`src/rtl/pipeline_hazard_ctrl.sv`:
```
// Stall/flush/freeze sequencer for a 5-stage pipeline: arbitrates shared-memory
// waits, taken branches, halt draining and load-use hazards, and counts stalls.
module pipeline_hazard_ctrl #(
    parameter int DRAIN_CYCLES = 4,
    parameter int MEM_TIMEOUT  = 255,
    parameter int CNT_W        = 32
) (
    input  logic             clk,
    input  logic             rst,
    input  logic [4:0]       id_rs1_addr_i,
    input  logic [4:0]       id_rs2_addr_i,
    input  logic             id_uses_rs1_i,
    input  logic             id_uses_rs2_i,
    input  logic             ex_mem_read_i,
    input  logic [4:0]       ex_rd_addr_i,
    input  logic             ex_branch_taken_i,
    input  logic             mem_req_i,
    input  logic             mem_ready_i,
    input  logic             halt_req_i,
    output logic             pc_write_en_o,
    output logic             if_id_write_en_o,
    output logic             if_id_flush_o,
    output logic             id_ex_stall_o,
    output logic             pipe_freeze_o,
    output logic             halted_o,
    output logic             mem_timeout_o,
    output logic [CNT_W-1:0] stall_cycles_o,
    output logic [1:0]       state_dbg_o
);

    typedef enum logic [1:0] {
        ST_RUN      = 2'd0,
        ST_MEM_WAIT = 2'd1,
        ST_DRAIN    = 2'd2,
        ST_HALTED   = 2'd3
    } state_e;

    localparam int DRAIN_W = (DRAIN_CYCLES > 1) ? $clog2(DRAIN_CYCLES) : 1;
    localparam int WAIT_W  = (MEM_TIMEOUT > 0) ? $clog2(MEM_TIMEOUT + 1) : 1;
    localparam logic [DRAIN_W-1:0] DRAIN_LAST = DRAIN_W'(DRAIN_CYCLES - 1);
    localparam logic [WAIT_W-1:0]  WAIT_MAX   = WAIT_W'(MEM_TIMEOUT);
    localparam logic [CNT_W-1:0]   CNT_MAX    = {CNT_W{1'b1}};

    state_e             state_q, state_d;
    logic [DRAIN_W-1:0] drain_cnt_q, drain_cnt_d;
    logic [WAIT_W-1:0]  wait_cnt_q, wait_cnt_d;
    logic               timeout_q, timeout_d;
    logic [CNT_W-1:0]   stall_cnt_q, stall_cnt_d;

    logic lu_s;
    logic mem_block_s;
    logic run_pc_we_s, run_ifid_we_s, run_flush_s, run_stall_s, run_halt_s;
    logic pc_we_s, ifid_we_s, flush_s, stall_s, freeze_s, halted_s;

    assign lu_s = ex_mem_read_i && (ex_rd_addr_i != 5'd0) &&
                  ((id_uses_rs1_i && (id_rs1_addr_i == ex_rd_addr_i)) ||
                   (id_uses_rs2_i && (id_rs2_addr_i == ex_rd_addr_i)));

    assign mem_block_s = mem_req_i && !mem_ready_i;

    // Branch / halt / load-use priority once memory is not blocking the pipe.
    always_comb begin
        run_pc_we_s   = 1'b1;
        run_ifid_we_s = 1'b1;
        run_flush_s   = 1'b0;
        run_stall_s   = 1'b0;
        run_halt_s    = 1'b0;
        if (ex_branch_taken_i) begin
            // The dependent instruction is squashed, so the branch beats load-use.
            run_flush_s = 1'b1;
            run_stall_s = 1'b1;
        end else if (halt_req_i && !lu_s) begin
            run_pc_we_s = 1'b0;
            run_flush_s = 1'b1;
            run_halt_s  = 1'b1;
        end else if (lu_s) begin
            run_pc_we_s   = 1'b0;
            run_ifid_we_s = 1'b0;
            run_stall_s   = 1'b1;
        end else begin
            run_pc_we_s   = 1'b1;
            run_ifid_we_s = 1'b1;
        end
    end

    // Sequencer next state, counters and control outputs.
    always_comb begin
        pc_we_s     = run_pc_we_s;
        ifid_we_s   = run_ifid_we_s;
        flush_s     = run_flush_s;
        stall_s     = run_stall_s;
        freeze_s    = 1'b0;
        halted_s    = 1'b0;
        state_d     = state_q;
        drain_cnt_d = drain_cnt_q;
        wait_cnt_d  = wait_cnt_q;
        timeout_d   = timeout_q;

        case (state_q)
            ST_RUN: begin
                if (mem_block_s) begin
                    pc_we_s   = 1'b0;
                    ifid_we_s = 1'b0;
                    flush_s   = 1'b0;
                    stall_s   = 1'b0;
                    freeze_s  = 1'b1;
                    state_d   = ST_MEM_WAIT;
                end else begin
                    state_d     = run_halt_s ? ST_DRAIN : ST_RUN;
                    drain_cnt_d = '0;
                end
            end
            ST_MEM_WAIT: begin
                if (!mem_ready_i) begin
                    pc_we_s    = 1'b0;
                    ifid_we_s  = 1'b0;
                    flush_s    = 1'b0;
                    stall_s    = 1'b0;
                    freeze_s   = 1'b1;
                    wait_cnt_d = (wait_cnt_q == WAIT_MAX) ? wait_cnt_q : wait_cnt_q + 1'b1;
                    timeout_d  = timeout_q | (wait_cnt_d == WAIT_MAX);
                end else begin
                    wait_cnt_d  = '0;
                    state_d     = run_halt_s ? ST_DRAIN : ST_RUN;
                    drain_cnt_d = '0;
                end
            end
            ST_DRAIN: begin
                if (mem_block_s) begin
                    pc_we_s   = 1'b0;
                    ifid_we_s = 1'b0;
                    flush_s   = 1'b0;
                    stall_s   = 1'b0;
                    freeze_s  = 1'b1;
                end else begin
                    pc_we_s   = ex_branch_taken_i;
                    ifid_we_s = 1'b1;
                    flush_s   = 1'b1;
                    stall_s   = ex_branch_taken_i;
                    if (drain_cnt_q == DRAIN_LAST) begin
                        state_d     = ST_HALTED;
                        drain_cnt_d = '0;
                    end else begin
                        drain_cnt_d = drain_cnt_q + 1'b1;
                    end
                end
            end
            ST_HALTED: begin
                pc_we_s   = 1'b0;
                ifid_we_s = 1'b0;
                flush_s   = 1'b1;
                stall_s   = 1'b1;
                halted_s  = 1'b1;
                state_d   = halt_req_i ? ST_HALTED : ST_RUN;
            end
            default: begin
                state_d = ST_RUN;
            end
        endcase

        if ((state_q != ST_HALTED) && !pc_we_s && (stall_cnt_q != CNT_MAX)) begin
            stall_cnt_d = stall_cnt_q + 1'b1;
        end else begin
            stall_cnt_d = stall_cnt_q;
        end
    end

    // State, counter and sticky-flag registers.
    always_ff @(posedge clk or posedge rst) begin
        if (rst) begin
            state_q     <= ST_RUN;
            drain_cnt_q <= '0;
            wait_cnt_q  <= '0;
            timeout_q   <= 1'b0;
            stall_cnt_q <= '0;
        end else begin
            state_q     <= state_d;
            drain_cnt_q <= drain_cnt_d;
            wait_cnt_q  <= wait_cnt_d;
            timeout_q   <= timeout_d;
            stall_cnt_q <= stall_cnt_d;
        end
    end

    assign pc_write_en_o    = rst ? 1'b0 : pc_we_s;
    assign if_id_write_en_o = rst ? 1'b0 : ifid_we_s;
    assign if_id_flush_o    = rst ? 1'b0 : flush_s;
    assign id_ex_stall_o    = rst ? 1'b1 : stall_s;
    assign pipe_freeze_o    = rst ? 1'b0 : freeze_s;
    assign halted_o         = rst ? 1'b0 : halted_s;
    assign mem_timeout_o    = timeout_q;
    assign stall_cycles_o   = stall_cnt_q;
    assign state_dbg_o      = state_q;

endmodule

```
`config.mk`:
```
export PLATFORM = sky130hd
export DESIGN_NAME = pipeline_hazard_ctrl
export DESIGN_NICKNAME = d
export VERILOG_FILES = /design/src/rtl/pipeline_hazard_ctrl.sv
export SDC_FILE = /design/constraint.sdc
export NUM_CORES = 1
export LEC_CHECK = 0
export ABC_AREA = 1
export CORE_AREA = 2 2 77 79
export CTS_BUF_LIST = sky130_fd_sc_hd__clkbuf_8
export CTS_CLUSTER_SIZE = 25
export DETAILED_ROUTE_END_ITERATION = 6
export DIE_AREA = 0 0 79 81
export PLACE_DENSITY = 0.88
export RECOVER_POWER = 50
export SETUP_SLACK_MARGIN = 0.02
export SLEW_MARGIN = 20
export SYNTH_ARGS = -nofsm -noshare
export SYNTH_HDL_FRONTEND = slang
export SYNTH_SLANG_ARGS = --single-unit
```
`constraint.sdc`:
```
create_clock -name clk -period 6.46 [get_ports clk]
set_input_delay 1.938 -clock clk [delete_from_list [all_inputs] [get_ports clk]]
set_output_delay 1.938 -clock clk [all_outputs]
set_load 0.01 [all_outputs]
```
==> reports/metrics.json <==
{
  "synth_seq_area_share_pct": 35.5,
  "category_of_the_most_critical_setup_path": "input pin to output pin",
  "worst-r2r-setup-slack_ps": 3990,
  "finClkSkew_ps": 11.2,
  "synth.net_count": 475,
  "hold_path_startpoint": "mem_timeout_o$_DFFE_PP0P_",
  "detailroute.via_count": 3198,
  "ys_warn_count": 0,
  "maxSlewHeadroom_pct": -57.6,
  "ys_ff_latch": 45,
  "synthToLayoutAreaGrowth_pct": 24.8,
  "layout-drive-gt1-share_pct": 7.41,
  "syn_area_mm2": 0.00317,
  "timing.hold.worst.class": "register to register",
  "initial_core_util_pct": 55.9,
  "wl_per_cell_um": 12.9,
  "die_h_um": 81,
  "r2r_cells": 12,
  "grt_first_pass_wirelength_um": 13200,
  "synth_edf_count": 0,
  "finalCritPeriodShare_pct": 90.4,
  "postCtsResizedCells": 0,
  "placed_cells_incl_taps": 580,
  "max_cap_viol_count": 1,
  "tritoncts": "yes",
  "cellLeakagePower_uw": 0.00195,
  "crit-reg2reg-capture": "stall_cycles_o[1]$_DFFE_PP0P_",
  "cts.clk_slew.worst_paths_ps": 90,
  "finalNetCount": 539,
  "fin_ws_ps": 618,
  "crit_chain": "dlygate4sd3_1 > nor2_1 > inv_1 > nand2_1 > inv_1 > nor2_1 > clkdlybuf4s50_1",
  "cts_buffer_depth": 2,
  "crit_path_max_fanout": 6,
  "clock_sink_total": 45,
  "critPathMaxStageDelay_ps": 550,
  "numCtsBuffers": 5,
  "overflow": 0,
  "post-dp-hpwl_um": 5680,
  "vias_per_cell": 5.44,
  "setup.worst_path.end_class": "output pin",
  "detailedPlace.worstSlack_ps": 652,
  "rsz0062_at_grt": "no",
  "min_delay_worst_endpoint": "mem_timeout_o$_DFFE_PP0P_",
  "chipWidth_um": 79,
  "placementRows": 28,
  "min_period_ps": 5840,
  "drtPass1Iterations": 4,
  "synth_top_area_cell": "dfrtp_1",
  "synthTopCellsByArea": "dfrtp_1, nand2_1, nand3_1, inv_1, xor2_1",
  "slowest_stage": "dlygate4sd3_1",
  "syn_area_per_cell_um2": 7.08,
  "core_mm2": 0.00568,
  "grtUsageTotal_pct": 25.0,
  "cts_setup_buffers": 0,
  "antenna_cells_inserted": 0,
  "clockRootBuffer": "clkbuf_8",
  "grt_antenna_before_repair": 0,
  "io_buffers": 64,
  "netlist.area_leader.share_pct": 35.5,
  "holdBufCountCts": 0,
  "worst_pin_slew_ps": 2360,
  "layoutNonFillerInstCount": 588,
  "asyncSetResetFlopFracSynth_pct": 100,
  "power_density_mw_per_mm2": 268,
  "vias_in_the_first_global_route": 3043,
  "crit_path_dat_ps": 3900,
  "h-tree-depth": 2,
  "hold_viol_final": 0,
  "report.power.total_uw": 1060,
  "syn_inst": 448,
  "floorplan.io_pins": 65,
  "slew_viol_final": 46,
  "drc": 0,
  "clock.fmax_ghz": 0.171,
  "result_of_the_run": "finished, violations left",
  "setup_viol": 0,
  "design.die.area_mm2": 0.00640,
  "min_path_cells": 2,
  "fin_tns_setup_ps": 0,
  "postRouteAntennaNets": 0,
  "routabilityCongestion": 0.926,
  "crit_path_start_kind": "input pin",
  "worst_reg2reg_path_startpoint": "stall_cycles_o[0]$_DFFE_PP0P_",
  "ys_dominant_reg_cell": "dfrtp_1",
  "insertion_delay_ps": 300,
  "worst-endpoint-required_ps": 4520,
  "failed_checks": "capacitance limit, slew limit",
  "synth.distinct_cells": 30,
  "drt_iter0_drc": 295,
  "drt_wl_total_um": 7610,
  "largest_net_degree_at_the_start_of_global_routing": 46,
  "vdd_ir_drop_max_mv": 0.216
}
## cell families after synthesis
logic type	after synthesis	synth area share (%)
buf+inv	58	8.24
fa+ha+maj	3	1.18
flops	45	35.5
xor+xnor	33	9.11
compound gates	26	5.13
simple gates	283	40.9
## metal layers
layer  vias up  GRT usage (%)  routed length, um
met3        14           2.44                356
li1       1573              -                  -
met1      1501           32.0               3270
met2       110           44.3               3840
met5         -              0                  0
met4         0           8.62                146
## worst max path at each step
stage	from	to	slack [ps]
after floorplan	ex_rd_addr_i[3]	pc_write_en_o	1360
after global placement	ex_rd_addr_i[0]	if_id_flush_o	720
after detailed placement	ex_rd_addr_i[3]	if_id_flush_o	650
after CTS	ex_rd_addr_i[3]	if_id_flush_o	650
after global routing	mem_ready_i	pipe_freeze_o	430
final	mem_ready_i	pipe_freeze_o	620
## sequential cells by signal, indices dropped and copies added, names as in the netlist
name	count
wait_cnt_q	8
stall_cycles_o	32
state_dbg_o	2
drain_cnt_q	2
mem_timeout_o	1
## Yosys cell counts, types with 4 or more instances
| cell type | instances |
|---|---|
| nand3_1 | 49 |
| o21ai_0 | 12 |
| xor2_1 | 20 |
| nor2_1 | 42 |
| nand4_1 | 11 |
| nand2_1 | 133 |
| xnor2_1 | 13 |
| inv_1 | 49 |
| nor4_1 | 5 |
| nand2_2 | 22 |
| nor3_1 | 15 |
| dfrtp_1 | 45 |
| o22ai_1 | 4 |
## metrics by stage
step	hold slack (ps)	instance area, um2	util [%]
finish	465	3960	69.8
global route	514	3960	69.8
CTS	475	3970	69.9
detailed placement	452	3840	67.7
global placement	444	3840	67.7
floorplan	454	3170	-
## where the power goes
part | leakage [uW] | switching, uW | internal [uW] | total (uW)
Sequential | 0.000610 | 44.6 | 317 | 362
Clock | 0.0000574 | 98.1 | 126 | 224
Combinational | 0.00129 | 312 | 164 | 476
Total | 0.00195 | 455 | 607 | 1060
## critical path, delay by kind of cell
| family | cells | cell delay, ps |
|---|---|---|
| AND/OR/NAND/NOR | 3 | 570 |
| buffers and inverters | 4 | 1380 |
## area by class of cell
type	instances	area, um2
multi-input combinational	345	1790
clock buffer	6	82.6
timing repair buffer	66	652
sequential	45	1130
fill	480	1710
clock inverter	2	37.5
tap	75	93.8
inverter	49	184
## cells in the final DEF, fill, tap and decap left out, types with 3 or more instances in the layout
cell             instances
nand2_1                133
clkdlybuf4s50_1         54
nand3_1                 49
inv_1                   48
dfrtp_1                 45
nor2_1                  42
nand2_2                 22
xor2_1                  20
nor3_1                  15
xnor2_1                 13
o21ai_0                 12
nand4_1                 11
dlygate4sd3_1           10
clkbuf_8                 6
nor4_1                   5
o22ai_1                  4
nor2_4                   3
a21oi_1                  3
ha_1                     3
Power figures use the tool's default switching activity.
